==> config.mk <==
export PLATFORM = sky130hd
export DESIGN_NAME = skew_lane_buffer_flat
export DESIGN_NICKNAME = d
export VERILOG_FILES = /design/src/rtl/skew_lane_buffer_if.sv /design/src/rtl/skew_lane_buffer.sv /design/src/flat_wrapper.sv
export SDC_FILE = /design/constraint.sdc
export NUM_CORES = 1
export LEC_CHECK = 0
export BUFFER_PORTS_ARGS = -buffer_cell sky130_fd_sc_hd__buf_2
export CAP_MARGIN = 20
export CORE_UTILIZATION = 55
export CTS_BUF_LIST = sky130_fd_sc_hd__clkbuf_4 sky130_fd_sc_hd__clkbuf_8 sky130_fd_sc_hd__clkbuf_16
export DETAILED_ROUTE_END_ITERATION = 8
export PLACE_DENSITY = 0.79
export SYNTH_ARGS = -nofsm -noshare
export SYNTH_HDL_FRONTEND = slang
export SYNTH_SLANG_ARGS = --single-unit
export TNS_END_PERCENT = 1
==> constraint.sdc <==
create_clock -name clk -period 16.93 [get_ports clk]
set_input_delay 1.693 -clock clk [delete_from_list [all_inputs] [get_ports clk]]
set_output_delay 1.693 -clock clk [all_outputs]
set_load 0.01 [all_outputs]
==> src/rtl/skew_lane_buffer_if.sv <==
// -----------------------------------------------------------------------------
// skew_lane_buffer_if
// Bundles the row-in / lane-out signals of skew_lane_buffer.
//   en       advance enable (0 = stall, all state frozen)
//   deskew   mode request: 0 = skew, 1 = deskew
//   vin      din carries a valid row this cycle
//   din      input row, lane c = din[c] (signed BITS-bit elements)
//   dout     lane outputs, zero when the lane's vout bit is 0
//   vout     per-lane valid
//   busy     some valid entry is still held ahead of a lane tap
//   mode     active mode register
//   done     one-cycle pulse when the last element of a frame exits
//   row_cnt  rows accepted in the current frame
// master drives the row side; slave is the buffer itself.
// -----------------------------------------------------------------------------
interface skew_lane_buffer_if #(
   parameter int BITS = 8,
   parameter int DIM  = 8,
   parameter int ROWS = 8
);
   localparam int CW = $clog2(ROWS + 1);

   logic                      en;
   logic                      deskew;
   logic                      vin;
   logic [DIM-1:0][BITS-1:0]  din;
   logic [DIM-1:0][BITS-1:0]  dout;
   logic [DIM-1:0]            vout;
   logic                      busy;
   logic                      mode;
   logic                      done;
   logic [CW-1:0]             row_cnt;

   modport master (
      output en, deskew, vin, din,
      input  dout, vout, busy, mode, done, row_cnt
   );

   modport slave (
      input  en, deskew, vin, din,
      output dout, vout, busy, mode, done, row_cnt
   );
endinterface

==> src/rtl/skew_lane_buffer.sv <==
// -----------------------------------------------------------------------------
// skew_lane_buffer
// Delays lane c of each accepted DIM-wide row by a lane-dependent number of
// cycles: skew mode taps lane c at delay c+1 (diagonal feed into an array),
// deskew mode taps it at delay DIM-c (re-aligns diagonal outputs into rows).
// Ports:
//   clk    clock, all state updates on posedge
//   rst_n  synchronous active-low reset
//   bus    skew_lane_buffer_if.slave (en, deskew, vin, din in;
//          dout, vout, busy, mode, done, row_cnt out)
// DIM must be at least 2; ROWS at least 1.
// -----------------------------------------------------------------------------
module skew_lane_buffer #(
   parameter int BITS = 8,
   parameter int DIM  = 8,
   parameter int ROWS = 8
) (
   input logic               clk,
   input logic               rst_n,
   skew_lane_buffer_if.slave bus
);
   localparam int CW = $clog2(ROWS + 1);
   localparam int IW = (DIM > 1) ? $clog2(DIM) : 1;

   // data_r[lane][stage]; every lane has DIM stages, only stages up to the
   // lane's tap are observable in the current mode.
   logic [BITS-1:0]           data_r [DIM][DIM];
   logic [DIM-1:0][DIM-1:0]   valid_r;
   // The last tag is identical across lanes (a whole row carries it), so a
   // single shared shift register holds it; per-lane valid qualifies it.
   logic [DIM-1:0]            last_r;
   logic                      mode_r;
   logic [CW-1:0]             row_cnt_r;

   logic                      accept_s;
   logic                      last_in_s;
   logic                      busy_s;
   logic                      done_s;
   logic [IW-1:0]             tap_s;
   logic [DIM-1:0]            vout_s;
   logic [DIM-1:0][BITS-1:0]  dout_s;

   assign accept_s  = bus.en & bus.vin;
   assign last_in_s = (row_cnt_r == CW'(ROWS - 1));

   // Lane shift registers, shared last tag, frame row counter and mode register
   always_ff @(posedge clk) begin
      if (!rst_n) begin
         for (int c = 0; c < DIM; c++) begin
            for (int s = 0; s < DIM; s++) begin
               data_r[c][s] <= {BITS{1'b0}};
            end
         end
         valid_r   <= '0;
         last_r    <= '0;
         mode_r    <= 1'b0;
         row_cnt_r <= '0;
      end else begin
         // Mode may only follow the request while nothing is in flight,
         // so in-flight data never sees its tap move.
         if (!busy_s) begin
            mode_r <= bus.deskew;
         end
         if (bus.en) begin
            for (int c = 0; c < DIM; c++) begin
               data_r[c][0]  <= accept_s ? bus.din[c] : {BITS{1'b0}};
               valid_r[c][0] <= accept_s;
               for (int s = 1; s < DIM; s++) begin
                  data_r[c][s]  <= data_r[c][s-1];
                  valid_r[c][s] <= valid_r[c][s-1];
               end
            end
            last_r <= {last_r[DIM-2:0], accept_s & last_in_s};
            if (accept_s) begin
               row_cnt_r <= last_in_s ? CW'(0) : row_cnt_r + CW'(1);
            end
         end
      end
   end

   // Per-lane tap selection, zero-gated outputs and occupancy
   always_comb begin
      busy_s = 1'b0;
      vout_s = '0;
      dout_s = '0;
      tap_s  = '0;
      for (int c = 0; c < DIM; c++) begin
         tap_s     = mode_r ? IW'(DIM - 1 - c) : IW'(c);
         vout_s[c] = valid_r[c][tap_s];
         if (valid_r[c][tap_s]) begin
            dout_s[c] = data_r[c][tap_s];
         end else begin
            dout_s[c] = {BITS{1'b0}};
         end
         for (int s = 0; s < DIM; s++) begin
            if (s <= int'(tap_s)) begin
               busy_s = busy_s | valid_r[c][s];
            end else begin
               busy_s = busy_s;
            end
         end
      end
   end

   // Frame-done: the longest lane (skew: DIM-1, deskew: 0) taps stage DIM-1
   // in both modes. Gating with en makes the pulse land on the one cycle the
   // last entry is actually consumed, so a stall never repeats it.
   always_comb begin
      if (mode_r) begin
         done_s = bus.en & valid_r[0][DIM-1] & last_r[DIM-1];
      end else begin
         done_s = bus.en & valid_r[DIM-1][DIM-1] & last_r[DIM-1];
      end
   end

   assign bus.dout    = dout_s;
   assign bus.vout    = vout_s;
   assign bus.busy    = busy_s;
   assign bus.mode    = mode_r;
   assign bus.done    = done_s;
   assign bus.row_cnt = row_cnt_r;

endmodule

==> src/flat_wrapper.sv <==
// flat-port wrapper written by rule: the top's interface ports become plain ports
module skew_lane_buffer_flat 
#(
   parameter int BITS = 8,
   parameter int DIM  = 8,
   parameter int ROWS = 8
)
  (clk, rst_n, bus_en, bus_deskew, bus_vin, bus_din, bus_dout, bus_vout, bus_busy, bus_mode, bus_done, bus_row_cnt);
  skew_lane_buffer_if #(.BITS(BITS), .DIM(DIM), .ROWS(ROWS)) bus_i ();
  input logic clk;
  input logic rst_n;
  input wire logic [$bits(bus_i.en)-1:0] bus_en;
  input wire logic [$bits(bus_i.deskew)-1:0] bus_deskew;
  input wire logic [$bits(bus_i.vin)-1:0] bus_vin;
  input wire logic [$bits(bus_i.din)-1:0] bus_din;
  output wire logic [$bits(bus_i.dout)-1:0] bus_dout;
  output wire logic [$bits(bus_i.vout)-1:0] bus_vout;
  output wire logic [$bits(bus_i.busy)-1:0] bus_busy;
  output wire logic [$bits(bus_i.mode)-1:0] bus_mode;
  output wire logic [$bits(bus_i.done)-1:0] bus_done;
  output wire logic [$bits(bus_i.row_cnt)-1:0] bus_row_cnt;
  assign bus_i.en = bus_en;
  assign bus_i.deskew = bus_deskew;
  assign bus_i.vin = bus_vin;
  assign bus_i.din = bus_din;
  assign bus_dout = bus_i.dout;
  assign bus_vout = bus_i.vout;
  assign bus_busy = bus_i.busy;
  assign bus_mode = bus_i.mode;
  assign bus_done = bus_i.done;
  assign bus_row_cnt = bus_i.row_cnt;
  skew_lane_buffer #(.BITS(BITS), .DIM(DIM), .ROWS(ROWS)) u_core (.clk(clk), .rst_n(rst_n), .bus(bus_i));
endmodule
==> results_dict.tcl, run 1 <==
set metrics [dict create \
    status "finished, violations left" \
    maxCapViolCount 0 \
    die_x_um 180 \
    crit_path_max_fanout 54 \
    drv_slew 0 \
    placed_cell_area_um2 18300 \
    finalHoldViolCount 0 \
    hold_path_class "flip-flop to flip-flop" \
    antenna_cells 0 \
    core_area_um2 30800 \
    clock-root-buffer "clkbuf_16" \
    routedWlPerCell_um 17.9 \
    ys.flop_type "edfxtp_1" \
    synth_most_common_cell "and3_1" \
    route.vias.total 9577 \
    worstSetupEndpointType "output pin" \
    tightest_slew_ns 1.05 \
    ir_worst_vdd_uv 85.4 \
    cp_data_required_time_ns 15.24 \
    leakage_nw 9.26 \
    nets 1334 \
    postCtsSetupBuffers 0 \
    final_cells 1692 \
    wl_met1_mm 13.8 \
    yosysSeqAreaShare_pct 74.2 \
    fmax_mhz 204 \
    ff2ff_setup_slack_ns 15.64 \
    synthArstFlopShare_pct 0 \
    pin_count 148 \
    rsz0062_at_grt "false" \
    synth_cells 1175 \
    skew_ns 0.0284 \
    die_area_um2 32400 \
    start_kind "flip-flop" \
    grt_antenna_before_repair 0 \
    clkLatencyLatePin_ns 0.53 \
    p_total_w 0.00235 \
    grt_pass1_wl_mm 48.1 \
    synth_top_area_share_pct 71.7 \
    drtIter0Drc 1071 \
    p_sw_share_pct 20.2 \
    cts.clk_slew.worst_paths_ns 0.06 \
    drt-pass1-iter-count 7 \
    top_layer "met4" \
    yosysWarnings 0 \
    grt_max_degree 175 \
    syn_to_final_growth_pct 13.9 \
    failed_checks "DRC" \
    cts-resized-gates 0 \
    wl_met3_mm 1.65 \
    hold_buffers 0 \
    fin_crit_sh_pct 28.9 \
    routed_wl_mm 30.4 \
    grtUsageTotal_pct 18.7 \
    design_area_um2 19800 \
    grt_pass1_vias 9013 \
    synth_edf_count 416 \
    fin_crit_ns 4.90 \
    num-fill-cells 2150 \
    avgViaCountPerCell 5.66 \
    maxSlewHeadroom_pct 29.8 \
    syn-num-nets 1245 \
    fin_tns_setup_ns 0 \
    clock_path_buffers 3 \
    place_congestion 0.752 \
    worstPathArrival_ns 3.21 \
    h-tree-depth 2 \
    io_buffers 147 \
    row_count 64 \
    synth-seq-cells 437 \
    pwr-share-seq_pct 54.3 \
    synth_cell_types 24 \
    drive_gt1_share_pct 18.4 \
    drc 7 \
    synth.cell_area_um2 17400 \
    start_util_pct 56.5 \
    intPower_w 0.00187 \
    power.density_nw_per_um2 118 \
    synth.top_cells.by_count "and3_1, edfxtp_1, clkbuf_1" \
    clockPowerShare_pct 41.1 \
    yosys.area.top_type "edfxtp_1" \
    synthTopCellsByArea "edfxtp_1, and3_1, mux2i_1" \
    cts_buffers 44 \
    postRouteAntennaNets 0 \
    dpl.cell_count 1609 \
    clock-sinks 437 \
    met2_length_mm 14.2 \
    grt_overflow_total 0 \
    p_sw_w 0.000473 \
    die_h_um 180 \
    crit_type "flip-flop to output pin" \
    pwr-share-comb_pct 4.6 \
    syn_avg_cell_area_um2 14.8 \
    cts_tree "done" \
    hpwl_mm 16.3 \
    setup_viol 0 \
]
==> layout make-up <==
cell class,count,area (um^2),area share (%)
inverter,11,41.3,0.208
clock buffer,61,1260,6.37
tap,396,495,2.50
clock inverter,17,193,0.972
sequential,437,12900,65.1
multi-input combinational,609,3980,20.1
timing repair buffer,161,943,4.76
==> through the flow <==
step | hold slack, ns | setup slack (ns) | util, %
floorplan | 0.475 | 4.31 | -
global placement | 0.482 | 11.77 | 59.2
detailed placement | 0.505 | 11.70 | 59.2
CTS | 0.514 | 11.94 | 64.0
global route | 0.532 | 11.91 | 64.3
finish | 0.511 | 12.03 | 64.3
==> flip-flops by register name, indices dropped and copies added (netlist names) <==
name,cells
u_core.bus.row_cnt,4
u_core.last_r,8
u_core.bus.mode,1
u_core.data_r,416
u_core.valid_r,8
==> final timing paths <==
path / endpoint / cells past startpoint / startpoint
worst min-delay path: u_core.bus.row_cnt[1]$_SDFFE_PN0P_ / 2 / u_core.bus.row_cnt[1]$_SDFFE_PN0P_
worst max-delay path: bus_vout[6] / 4 / u_core.bus.mode$_SDFFE_PN0N_
worst max register to register: u_core.bus.row_cnt[3]$_SDFFE_PN0P_ / 3 / u_core.bus.row_cnt[0]$_SDFFE_PN0P_
worst min register to register: u_core.bus.row_cnt[1]$_SDFFE_PN0P_ / 2 / u_core.bus.row_cnt[1]$_SDFFE_PN0P_
==> logic make-up after synthesis <==
| group | synth area share [%] |
|---|---|
| buffers and inverters | 3.03 |
| adders and majority gates | 0.0719 |
| and+or+nand+nor | 17.4 |
| xor gates and xnor gates | 0.0503 |
| DFF | 74.2 |
| AOI/OAI and AO/OA | 0.287 |
| muxes | 5.00 |
==> worst max-delay path, cell delays in order (launching register included) <==
cell     delay [ns]
dfxtp_4        0.57
buf_4          0.81
mux2i_1        0.91
inv_1          0.15
buf_2          0.19
==> power groups by stage <==
| stage | clock [W] | sequential [W] | combinational (W) |
|---|---|---|---|
| after floorplan | 0 | 0.00131 | 0.0000781 |
| after global placement | 0 | 0.00129 | 0.000103 |
| after detailed placement | 0 | 0.00130 | 0.000105 |
| after CTS | 0.000981 | 0.00128 | 0.000106 |
| after global routing | 0.00102 | 0.00128 | 0.000119 |
| final | 0.000965 | 0.00127 | 0.000108 |
==> placed cells by master (no fill, tap or decap), drive strengths merged <==
cell type	instances
a21boi	3
nor2b	14
mux2i	87
clkbuf	63
o32ai	1
o2111ai	1
nand3	3
or4	1
and3	417
and2	3
o21ai	2
nand2	8
xnor2	1
dfxtp	21
clkinv	12
edfxtp	416
buf	159
clkinvlp	1
bufinv	4
ha	1
nand2b	1
nor2	64
nor4	2
inv	11
==> routing by layer <==
layer  GRT usage (%)  up-vias
met4            6.48        0
met1            27.0     4702
li1                -     4577
met2            29.1      250
met5               0        -
met3            3.00       48
(Power assumes the default switching activity.)
==> run 2, diff against run 1 <==
--- a/config.mk
+++ b/config.mk
@@ -7,10 +7,10 @@
 export LEC_CHECK = 0
 export BUFFER_PORTS_ARGS = -buffer_cell sky130_fd_sc_hd__buf_2
 export CAP_MARGIN = 20
-export CORE_UTILIZATION = 55
+export CORE_UTILIZATION = 53
 export CTS_BUF_LIST = sky130_fd_sc_hd__clkbuf_4 sky130_fd_sc_hd__clkbuf_8 sky130_fd_sc_hd__clkbuf_16
 export DETAILED_ROUTE_END_ITERATION = 8
-export PLACE_DENSITY = 0.79
+export PLACE_DENSITY = 0.8
 export SYNTH_ARGS = -nofsm -noshare
 export SYNTH_HDL_FRONTEND = slang
 export SYNTH_SLANG_ARGS = --single-unit
==> constraint.sdc (replaced) <==
create_clock -name clk -period 4 [get_ports clk]
set_input_delay 0.4 -clock clk [delete_from_list [all_inputs] [get_ports clk]]
set_output_delay 0.4 -clock clk [all_outputs]
set_load 0.01 [all_outputs]
==> run 2 against run 1 <==
Against the previous run:
- the run now ends clean
- die area is 3.7% higher
- register-to-register slack worse by 13 ns
- clock skew is 0.019 ns lower
- via count is 0.66% lower
- setup slack worse by 11 ns
- final cell count is 2.8% higher
- sequential cell count stayed put
- utilization is 3.2 points lower
- largest cell class unchanged
==> results_dict.tcl, run 2 (synthesis gave the netlist of run 1 again) <==
set metrics [dict create \
    avgViaCountPerCell 5.47 \
    routedWlPerCell_um 17.3 \
    crit_type "flip-flop to output pin" \
    grt_max_degree 135 \
    pwr-share-seq_pct 54.5 \
    crit_path_max_fanout 43 \
    h-tree-depth 2 \
    hold_path_class "input port to flip-flop" \
    intPower_w 0.00789 \
    cts_tree "done" \
    drc 0 \
    maxSlewHeadroom_pct 32.5 \
    fin_crit_sh_pct 76.3 \
    tightest_slew_ns 0.984 \
    pwr-share-comb_pct 4.4 \
    num-fill-cells 2393 \
    routed_wl_mm 30.1 \
    top_regs "u_core.data_r (416), u_core.last_r (8), u_core.valid_r (8)" \
    drt-pass1-iter-count 5 \
    drv_slew 0 \
    ir_worst_vdd_uv 329 \
    finalHoldViolCount 0 \
    place_congestion 0.780 \
    grt_pass1_wl_mm 47.0 \
    cts-resized-gates 0 \
    grtUsageTotal_pct 17.7 \
    power.density_nw_per_um2 499 \
    postRouteAntennaNets 0 \
    p_sw_share_pct 20.4 \
    nets 1335 \
    leakage_nw 9.24 \
    place_ws_ns 1.44 \
    fin_hold_ws_ns 0.132 \
    cts_buffers 45 \
    die_x_um 183 \
    grt_overflow_total 0 \
    worstPathArrival_ns 2.65 \
    p_sw_w 0.00202 \
    clkLatencyLatePin_ns 0.53 \
    clock-sinks 437 \
    core_area_um2 32500 \
    clock-root-buffer "clkbuf_16" \
    io_buffers 147 \
    fin_crit_ns 3.05 \
    largest-register "u_core.data_r" \
    pin_count 148 \
    route.vias.total 9514 \
    clockPowerShare_pct 41.1 \
    die_h_um 183 \
    fin_ws_ns 0.947 \
    drive_gt1_share_pct 18.0 \
    start_util_pct 53.6 \
    die_area_um2 33600 \
    postCtsSetupBuffers 0 \
    grt_antenna_before_repair 0 \
    antenna_cells 0 \
    start_kind "flip-flop" \
    row_count 66 \
    cts.clk_slew.worst_paths_ns 0.06 \
    clock_path_buffers 3 \
    fin_tns_setup_ns 0 \
    ff2ff_setup_slack_ns 2.64 \
    hold_buffers 0 \
    setup_viol 0 \
    syn_to_final_growth_pct 14.0 \
    final_common_cell "and3_1" \
    status "complete, no violations" \
    maxCapViolCount 0 \
    hpwl_mm 16.6 \
    fmax_mhz 328 \
    worstSetupEndpointType "output pin" \
    skew_ns 0.00935 \
    grt_pass1_vias 8983 \
    layout_common_cells "and3_1, edfxtp_1, buf_2, mux2i_1, nor2_1" \
    largest_reg_flops 416 \
    drtIter0Drc 881 \
    cp_data_required_time_ns 3.60 \
    rsz0062_at_grt "false" \
]
## run 2: changes by cell type in the layout (fill, tap and decap cells not counted), moves of 2 or more
cell / delta
buf_12: +2
buf_16: -3
clkbuf_4: -5
clkinv_1: +5
## run 2: power groups by stage
stage | clock, W | sequential [W] | combinational (W)
after floorplan | 0 | 0.00546 | 0.000332
after global placement | 0 | 0.00548 | 0.000427
after detailed placement | 0 | 0.00549 | 0.000440
after CTS | 0.00415 | 0.00540 | 0.000442
after global routing | 0.00432 | 0.00542 | 0.000483
final | 0.00407 | 0.00540 | 0.000438
## run 2: stage by stage
step / cell area, um^2 / util (%) / instances / power, W
2_1_floorplan: 17400 / - / 1175 / 0.00579
3_3_place_gp: 18400 / 56.6 / 1659 / 0.00591
3_5_place_dp: 18400 / 56.6 / 1659 / 0.00593
4_1_cts: 19800 / 61.1 / 1738 / 0.00999
5_1_grt: 19900 / 61.2 / 1739 / 0.0102
6_report: 19900 / 61.2 / 1739 / 0.00991
## run 2: worst max-delay path, stage by stage, from the launching register on
cell	delay [ns]
dfxtp_4	0.81
mux2i_1	0.90
inv_1	0.17
buf_2	0.20
## run 2: layer usage
metal | vias up | share of wire, % | global-route usage (%)
met1 | 4641 | 46 | 25.4
li1 | 4573 | - | -
met5 | - | 0 | 0
met2 | 238 | 47 | 27.6
met4 | 0 | 2.6 | 6.10
met3 | 62 | 5.0 | 2.82
## run 2: cell type report
| cell class | instances | area, um^2 | share of cell area (%) |
|---|---|---|---|
| clock inverter | 23 | 226 | 1.14 |
| multi-input combinational | 609 | 3980 | 20.0 |
| clock buffer | 56 | 1230 | 6.18 |
| inverter | 11 | 41.3 | 0.208 |
| timing repair buffer | 161 | 908 | 4.58 |
| sequential | 437 | 12900 | 65.1 |
| tap | 442 | 553 | 2.79 |
## run 2: final timing paths
kind	start	to	depth (start not counted)
setup / recovery	u_core.bus.mode$_SDFFE_PN0N_	bus_vout[7]	3
hold / removal	bus_deskew	u_core.bus.mode$_SDFFE_PN0N_	3
setup reg to reg	u_core.bus.row_cnt[0]$_SDFFE_PN0P_	u_core.bus.row_cnt[3]$_SDFFE_PN0P_	3
hold reg to reg	u_core.last_r[3]$_SDFFE_PN0P_	u_core.last_r[3]$_SDFFE_PN0P_	2
==> run 3, diff against run 2 <==
--- a/config.mk
+++ b/config.mk
@@ -7,10 +7,10 @@
 export LEC_CHECK = 0
 export BUFFER_PORTS_ARGS = -buffer_cell sky130_fd_sc_hd__buf_2
 export CAP_MARGIN = 20
-export CORE_UTILIZATION = 53
+export CORE_UTILIZATION = 55
 export CTS_BUF_LIST = sky130_fd_sc_hd__clkbuf_4 sky130_fd_sc_hd__clkbuf_8 sky130_fd_sc_hd__clkbuf_16
 export DETAILED_ROUTE_END_ITERATION = 8
-export PLACE_DENSITY = 0.8
+export PLACE_DENSITY = 0.79
 export SYNTH_ARGS = -nofsm -noshare
 export SYNTH_HDL_FRONTEND = slang
 export SYNTH_SLANG_ARGS = --single-unit
==> constraint.sdc (replaced) <==
create_clock -name clk -period 2.83 [get_ports clk]
set_input_delay 0.283 -clock clk [delete_from_list [all_inputs] [get_ports clk]]
set_output_delay 0.283 -clock clk [all_outputs]
set_load 0.01 [all_outputs]
==> run 3 against run 2 <==
Against the previous run:
- the flow now finishes with violations (DRC)
- combinational power is 49% higher
- largest power group unchanged
- clock skew is 0.0023 ns higher
- register-to-register slack worse by 1.1 ns
- worst hold slack worse by 0.078 ns
- non-clock buffer count is 8 higher
==> results_dict.tcl, run 3 (synthesis gave the netlist of run 1 again) <==
set metrics [dict create \
    min_path_cells 2 \
    postRouteAntennaNets 0 \
    top_regs "u_core.data_r (416), u_core.last_r (8), u_core.valid_r (8)" \
    ir_worst_vdd_uv 430 \
    status "finished, violations left" \
    fin_crit_ns 2.62 \
    nets 1342 \
    drtIter0Drc 911 \
    hold_path_class "input port to flip-flop" \
    drt-pass1-iter-count 9 \
    postCtsSetupBuffers 0 \
    fin_crit_sh_pct 92.7 \
    largest_reg_flops 416 \
    start_util_pct 56.5 \
    r2r_cells 3 \
    multiInputGateArea_um2 3980 \
    die_x_um 180 \
    p_sw_w 0.00284 \
    fin_ws_ns 0.207 \
    start_kind "flip-flop" \
    place_ws_ns 0.763 \
    max_stage_delay_ns 0.81 \
    crit_slowest_cell "mux2i_1" \
    layout_common_cells "and3_1, edfxtp_1, buf_2, mux2i_1, nor2_1" \
    grt_pass1_wl_mm 48.8 \
    cts_buffers 44 \
    failed_checks "DRC" \
    cts.clk_slew.worst_paths_ns 0.06 \
    clock_path_buffers 3 \
    grt_max_degree 180 \
    io_buffers 147 \
    hold_end "u_core.data_r[0][186]$_SDFFCE_PN0P_" \
    dpl.cell_count 1621 \
    cts_tree "done" \
    clockPowerShare_pct 40.0 \
    grt_antenna_before_repair 1 \
    power.density_nw_per_um2 694 \
    path_cells "mux2i_1 > nor2_1 > buf_2" \
    grt_pass1_vias 9160 \
    leakage_nw 9.27 \
    pwr-share-seq_pct 55.3 \
    crit_type "flip-flop to output pin" \
    cp_data_required_time_ns 2.55 \
    routed_wl_mm 30.5 \
    p_sw_share_pct 20.6 \
    skew_ns 0.0116 \
    p_total_w 0.0138 \
    worstPathArrival_ns 2.34 \
    avgViaCountPerCell 5.60 \
    crit_path_max_fanout 27 \
    rsz0062_at_grt "false" \
    worstSetupEndpointType "output pin" \
    grt_overflow_total 0 \
    setup_viol 0 \
    route.vias.total 9517 \
    routedWlPerCell_um 18.0 \
    clkLatencyLatePin_ns 0.53 \
    regArea_um2 12900 \
    drv_slew 0 \
    place_congestion 0.774 \
    clock-root-buffer "clkbuf_16" \
    maxSlewHeadroom_pct 37.0 \
    hpwl_mm 17.5 \
    reg2reg_from "u_core.bus.row_cnt[0]$_SDFFE_PN0P_" \
    antenna_cells 0 \
    final_cells 1699 \
    finalHoldViolCount 0 \
    largest-register "u_core.data_r" \
    die_h_um 180 \
    min_from "bus_din[18]" \
    maxCapViolCount 0 \
    syn_to_final_growth_pct 14.1 \
    pwr-share-comb_pct 4.7 \
    r2r_end "u_core.bus.row_cnt[3]$_SDFFE_PN0P_" \
    intPower_w 0.0109 \
    clock-sinks 437 \
    grtUsageTotal_pct 19.0 \
    final_common_cell "and3_1" \
    h-tree-depth 2 \
    core_area_um2 30800 \
    num-fill-cells 2172 \
    pin_count 148 \
    drive_gt1_share_pct 18.4 \
    ff2ff_setup_slack_ns 1.51 \
    row_count 64 \
    fmax_mhz 381 \
    tightest_slew_ns 0.944 \
    die_area_um2 32400 \
    drc 7 \
]
## run 3: cell types whose count changed in the layout (fill, tap and decap cells not counted), sizes merged
cell	change
inv	-2
clkbuf	-2
buf	+7
bufinv	-2
dlygate4sd3	+1
clkinv	+4
## run 3: worst max path at each step
stage	slack, ns	from	depth (start not counted)	endpoint
2_1_floorplan	-0.91	bus_en	2	u_core.data_r[0][0]$_SDFFCE_PN0P_
3_3_place_gp	0.79	u_core.bus.mode$_SDFFE_PN0N_	4	bus_dout[8]
3_5_place_dp	0.76	u_core.bus.mode$_SDFFE_PN0N_	4	bus_dout[8]
4_1_cts	0.19	u_core.bus.mode$_SDFFE_PN0N_	4	bus_dout[8]
5_1_grt	0.06	u_core.bus.mode$_SDFFE_PN0N_	3	bus_dout[63]
6_report	0.21	u_core.bus.mode$_SDFFE_PN0N_	3	bus_dout[63]
## run 3: power by group through the flow
stage | Combinational [W] | Clock [W] | Sequential (W)
after floorplan | 0.000471 | 0 | 0.00772
after global placement | 0.000643 | 0 | 0.00773
after detailed placement | 0.000660 | 0 | 0.00776
after CTS | 0.000663 | 0.00562 | 0.00762
after global routing | 0.000722 | 0.00589 | 0.00766
final | 0.000654 | 0.00551 | 0.00762
## run 3: cell type report
class / instances / share of cell area (%)
inverter: 11 / 0.208
clock inverter: 23 / 0.863
tap: 396 / 2.49
multi-input combinational: 609 / 20.0
timing repair buffer: 169 / 5.27
sequential: 437 / 65.0
clock buffer: 54 / 6.10
## run 3: what timing repair did
item	in CTS	in global routing
hold endpoints to repair	1	0
hold buffers	1	0
resized for setup	0	0
## run 3: metal layers
layer,track usage [%],routed length [um],vias to the layer above
met4,4.66,495,2
met2,29.9,14400,240
met1,27.5,14000,4641
met5,0,9,-
li1,-,-,4592
met3,3.42,1640,42
## run 3: critical path: cells and delay by family, from the launching register on
kind | cells | cell delay [ns]
mux | 1 | 0.81
flops | 1 | 0.63
buf+inv | 1 | 0.19
simple gates | 1 | 0.16
## run 3: metrics by stage
stage	setup TNS (ns)	hold slack, ns	util [%]	instance area (um^2)
floorplan	-379.80	0.422	-	17400
global placement	0	0.487	59.9	18500
detailed placement	0	0.504	59.9	18500
CTS	0	0.0349	64.4	19900
global route	0	0.0351	64.4	19900
finish	0	0.0544	64.4	19900
